**src/rtl/smol_mult_spi_pkg.sv**
```systemverilog
// Shared definitions for the SPI 4x4 multiplier slave: default sizes,
// FSM state encoding and the SCLK edge-pulse bundle.
package smol_mult_spi_pkg;

   localparam int WIDTH_DEF = 4;
   localparam int SYNC_DEF  = 2;

   typedef enum logic [1:0] {
      IDLE = 2'd0,
      RX   = 2'd1,
      CALC = 2'd2,
      TX   = 2'd3
   } state_e;

   typedef struct packed {
      logic rise;
      logic fall;
   } sclk_edge_t;

endpackage

```
**src/rtl/smol_mult_spi_sync_edge.sv**
```systemverilog
// Multi-stage synchroniser for an asynchronous serial clock plus one-CLK
// rise/fall pulses derived from the synchronised history.
module spi_sync_edge
   import smol_mult_spi_pkg::*;
#(
   parameter int SYNC = SYNC_DEF
) (
   input  logic       clk_i,
   input  logic       rst_i,
   input  logic       d_i,
   output sclk_edge_t edge_o
);

   logic [SYNC-1:0] sync_q;
   logic            prev_q;

   always_ff @(posedge clk_i) begin
      if (rst_i) begin
         sync_q <= '0;
         prev_q <= 1'b0;
      end else begin
         sync_q <= {sync_q[SYNC-2:0], d_i};
         prev_q <= sync_q[SYNC-1];
      end
   end

   always_comb begin
      edge_o.rise = sync_q[SYNC-1] & ~prev_q;
      edge_o.fall = ~sync_q[SYNC-1] & prev_q;
   end

endmodule

```
**src/rtl/smol_mult_spi.sv**
```systemverilog
// SPI slave that receives A then B (MSB first), multiplies them and returns
// the product MSB first on MISO, recirculating while CS stays high.
module smol_mult_spi
   import smol_mult_spi_pkg::*;
#(
   parameter int WIDTH = WIDTH_DEF,
   parameter int SYNC  = SYNC_DEF
) (
   input  logic   CLK,
   input  logic   RST,
   input  logic   SCLK,
   input  logic   CS,
   input  logic   MOSI,
   output logic   MISO,
   output state_e dbg_state_o
);

   localparam int PW = 2 * WIDTH;
   localparam int CW = $clog2(PW);

   logic [SYNC-1:0] cs_sync_q;
   logic [SYNC-1:0] mosi_sync_q;
   logic            cs_s;
   logic            mosi_s;
   sclk_edge_t      sclk_edge;

   state_e          state_q, state_d;
   logic [CW-1:0]   cnt_q, cnt_d;
   logic [PW-1:0]   rx_q, rx_d;
   logic [PW-1:0]   tx_q, tx_d;
   logic            skip_q, skip_d;
   logic [PW-1:0]   op_a, op_b, product;

   spi_sync_edge #(.SYNC(SYNC)) u_sclk_sync (
      .clk_i  (CLK),
      .rst_i  (RST),
      .d_i    (SCLK),
      .edge_o (sclk_edge)
   );

   assign cs_s   = cs_sync_q[SYNC-1];
   assign mosi_s = mosi_sync_q[SYNC-1];

   assign op_a    = {{WIDTH{1'b0}}, rx_q[PW-1:WIDTH]};
   assign op_b    = {{WIDTH{1'b0}}, rx_q[WIDTH-1:0]};
   assign product = op_a * op_b;

   always_ff @(posedge CLK) begin
      if (RST) begin
         cs_sync_q   <= '0;
         mosi_sync_q <= '0;
         state_q     <= IDLE;
         cnt_q       <= '0;
         rx_q        <= '0;
         tx_q        <= '0;
         skip_q      <= 1'b0;
      end else begin
         cs_sync_q   <= {cs_sync_q[SYNC-2:0], CS};
         mosi_sync_q <= {mosi_sync_q[SYNC-2:0], MOSI};
         state_q     <= state_d;
         cnt_q       <= cnt_d;
         rx_q        <= rx_d;
         tx_q        <= tx_d;
         skip_q      <= skip_d;
      end
   end

   always_comb begin
      state_d = state_q;
      if (!cs_s) begin
         state_d = IDLE;
      end else begin
         case (state_q)
            IDLE:    state_d = RX;
            RX:      if (sclk_edge.rise && cnt_q == CW'(PW - 1)) state_d = CALC;
            CALC:    state_d = TX;
            TX:      state_d = TX;
            default: state_d = IDLE;
         endcase
      end
   end

   // The falling edge closing the last input bit arrives after CALC; it is
   // swallowed so P[MSB] stays on MISO for the first output sample.
   always_comb begin
      cnt_d  = cnt_q;
      rx_d   = rx_q;
      tx_d   = tx_q;
      skip_d = skip_q;
      if (!cs_s || state_q == IDLE) begin
         cnt_d  = '0;
         rx_d   = '0;
         tx_d   = '0;
         skip_d = 1'b0;
      end else begin
         case (state_q)
            RX: begin
               if (sclk_edge.rise) begin
                  rx_d  = {rx_q[PW-2:0], mosi_s};
                  cnt_d = cnt_q + 1'b1;
               end
            end
            CALC: begin
               tx_d   = product;
               skip_d = 1'b1;
            end
            TX: begin
               if (sclk_edge.fall) begin
                  if (skip_q) skip_d = 1'b0;
                  else        tx_d   = {tx_q[PW-2:0], tx_q[PW-1]};
               end
            end
            default: ;
         endcase
      end
   end

   assign MISO        = tx_q[PW-1];
   assign dbg_state_o = state_q;

endmodule

```
**config.mk**
```make
export PLATFORM = sky130hd
export DESIGN_NAME = smol_mult_spi
export DESIGN_NICKNAME = d
export VERILOG_FILES = /design/src/rtl/smol_mult_spi_pkg.sv /design/src/rtl/smol_mult_spi_sync_edge.sv /design/src/rtl/smol_mult_spi.sv
export SDC_FILE = /design/constraint.sdc
export NUM_CORES = 1
export LEC_CHECK = 0
export BUFFER_PORTS_ARGS = -buffer_cell sky130_fd_sc_hd__buf_2
export CAP_MARGIN = 20
export CORE_AREA = 2 2 43 74
export DETAILED_ROUTE_END_ITERATION = 7
export DIE_AREA = 0 0 45 76
export PLACE_DENSITY_LB_ADDON = 0.25
export SKIP_LAST_GASP = 1
export SLEW_MARGIN = 20
export SYNTH_ARGS = -nofsm -noshare
export SYNTH_HDL_FRONTEND = slang
export SYNTH_SLANG_ARGS = --single-unit
```
**constraint.sdc**
```tcl
create_clock -name CLK -period 3.45 [get_ports CLK]
set_input_delay 0.345 -clock CLK [delete_from_list [all_inputs] [get_ports CLK]]
set_output_delay 0.345 -clock CLK [all_outputs]
set_load 0.02 [all_outputs]
```
==> flow_metrics.tcl <==
set metrics [dict create \
    status "completed" \
    crit_path_max_incr_delay_ns 0.55 \
    cts.sink_count 29 \
    avgSynthCellArea_sq_um 9.137 \
    cts_tree "yes" \
    finalCritPeriodShare 0.8881 \
    dp_hpwl_microns 2152 \
    dieArea_sq_mm 0.003420 \
    synth_top_cell_area_share 0.3694 \
    syn_inst 172 \
    maxCapViolations 0 \
    start_util 0.5490 \
    startpoint_type "flip-flop" \
    worstPathArrival_ns 3.25 \
    fillerInstances 246 \
    synthesis.nets 195 \
    insertion_delay_ns 0.29 \
    overflow 0 \
    first_pass_iters 4 \
    io_pins 8 \
    gp_congestion 0.8560 \
    n_antenna_cell 0 \
    core_area_sq_mm 0.002863 \
    yosys_most_used_dff "dfxtp_1" \
    synth_sequential_area_ratio 0.3694 \
    hold_path_class "primary input to flip-flop" \
    die_h_microns 76 \
    yosys_warnings 0 \
    seq_area_sq_um 580.6 \
    antenna_found_initial 0 \
    worst-path-max-fanout 6 \
    synth-async-reset-ratio 0 \
    grt_pass1_wl_microns 5106 \
    power_w 0.0007227 \
    htree_levels 2 \
    fin_nets 204 \
    dp.cells 202 \
    end_kind "flip-flop" \
    synth_edf_count 0 \
    routed_wl_microns 2891 \
    ctsResizeCount 0 \
    drc 0 \
    vias 1187 \
    cts_buffer_depth 2 \
    syn_area_sq_mm 0.001572 \
    path_clk_slew_ns 0.06 \
    multi_input_area_sq_um 939.7 \
    numCtsBuffers 5 \
    worstMarginPinSlew_ns 0.8292 \
    crit_required_ns 3.63 \
    slew-limit-headroom 0.4460 \
    clock_skew_ns 0.006469 \
    via_per_inst 5.652 \
    synth_top_cell_by_area "dfxtp_1" \
    instances_no_fill 210 \
    slew_viol_final 0 \
    fin_crit_ns 3.064 \
    fp.dieW_microns 45 \
    cpMostUsedCell "fa_1" \
    grt_max_degree 15 \
    cts-hold-fix-buffers 0 \
    synthTopCellsByCount "30 x nand2_1, 29 x dfxtp_1, 14 x a21oi_1, 14 x ha_1, 12 x and2_1" \
    p_per_area_mw_per_mm2 415.3 \
    crit_type "flip-flop to flip-flop" \
    post_cts_buffers 0 \
    yosysMostFrequentCell "nand2_1" \
    netlist_top_cells_area "dfxtp_1 37%, ha_1 11%, nand2_1 7.2%" \
    peakVddDrop_v 0.0003158 \
    area_delta_synth_final_pct 10.75 \
    rsz0062_at_grt "no" \
    wl_per_cell_microns 13.77 \
    cp_slowest_cell "fa_1" \
    drtIter0Drc 29 \
    synth_cell_types 38 \
    fin_util 0.6080 \
    leakage_nw 0.7644 \
    drive_gt1_frac 0.1319 \
    num_rows 26 \
    hold_viol_final 0 \
    first_global_vias 1234 \
    finalSetupViolations 0 \
    maxClockFrequency_ghz 0.3264 \
    io_buffers 7 \
    ys_ff_latch 29 \
    track_usage 0.1994 \
    cts-root-buf "clkbuf_8" \
    cp_cell_sequence "nand2_1 > fa_1 > inv_1 > fa_1 > ha_1 > a211oi_1 > nor3b_1 > or4_1 > a31o_2" \
    setup_tns_ns 0 \
    drt.antenna.violating_nets 0 \
]
per-stage QoR:
step	instance area, sq um	worst slack [ns]	hold WS [ns]
after floorplan	1572	0.5533	0.4138
after global placement	1620	0.4529	0.4182
after detailed placement	1620	0.3718	0.4347
after CTS	1740	0.3572	0.2633
after global routing	1740	0.1740	0.2779
final	1740	0.3859	0.2618
power breakdown:
group	total (W)	internal (W)	switching, W
Clock	0.000371	0.000234	0.000137
Sequential	0.000342	0.000339	0.00000294
Combinational	0.00000991	0.00000531	0.00000460
Total	0.000723	0.000578	0.000144
metal layers:
metal / track usage / vias up / part of all wire
met3: 0.05213 / 8 / 0.026
met1: 0.2140 / 554 / 0.40
met4: 0.1118 / 0 / 0.024
li1: - / 613 / -
met2: 0.3329 / 12 / 0.55
met5: 0 / - / 0
cell type report:
cell class	instances	area share
multi-input combinational	132	0.5399
sequential	29	0.3336
clock buffer	6	0.04745
timing repair buffer	9	0.02876
clock inverter	2	0.02157
tap	28	0.02013
inverter	4	0.008627
worst paths after layout:
kind	from	to	slack, ns	depth (start not counted)
setup / recovery	rx_q[4]	tx_q[7]	0.39	9
hold / removal	SCLK	u_sclk_sync.sync_q[0]	0.26	2
setup reg to reg	rx_q[4]	tx_q[7]	0.39	9
hold reg to reg	u_sclk_sync.sync_q[0]	u_sclk_sync.sync_q[1]	0.45	1
cell families after synthesis:
group                    after synthesis  share of synthesized area
AO/OA/AOI/OAI                         34                     0.1537
buffers and inverters                 11                    0.03264
multiplexers                           4                    0.02548
adder cells (fa/ha/maj)               18                     0.1624
flip-flops                            29                     0.3694
XOR/XNOR                               2                    0.01115
AND/OR/NAND/NOR                       74                     0.2452
layout by cell type, fill, tap and decap left out, types with 2 or more instances in the layout:
| cell | Yosys | final |
|---|---|---|
| nand3b_1 | 3 | 3 |
| nand2_1 | 30 | 30 |
| nand3_1 | 2 | 2 |
| nor3_1 | 2 | 2 |
| a31oi_1 | 3 | 3 |
| a21o_1 | 2 | 2 |
| xnor2_1 | 2 | 2 |
| and2_1 | 12 | 12 |
| nor2b_1 | 7 | 7 |
| a21oi_1 | 14 | 14 |
| buf_2 | 2 | 7 |
| inv_1 | 4 | 4 |
| clkbuf_8 | 0 | 6 |
| mux2i_1 | 4 | 4 |
| nor2_1 | 5 | 5 |
| dfxtp_1 | 29 | 29 |
| fa_1 | 4 | 4 |
| a211oi_1 | 4 | 4 |
| nor3b_1 | 2 | 2 |
| ha_1 | 14 | 14 |
| o21bai_1 | 3 | 3 |
| nand2b_1 | 4 | 4 |
| buf_4 | 0 | 2 |
worst max-delay path: cells and delay by family, from the launching register on:
kind	cells	cell delay, ns
AO/OA/AOI/OAI	2	0.48
adder cells (fa/ha/maj)	3	1.38
buffers and inverters	1	0.06
flip-flops	1	0.40
AND/OR/NAND/NOR	3	0.64
flip-flops by register name, summed over array words and instances, names as in the netlist:
signal,count
rx_q,8
tx_q,8
cnt_q,3
cs_sync_q,2
dbg_state_o,2
mosi_sync_q,2
u_sclk_sync.sync_q,2
skip_q,1
u_sclk_sync.prev_q,1
(Power assumes the default switching activity.)
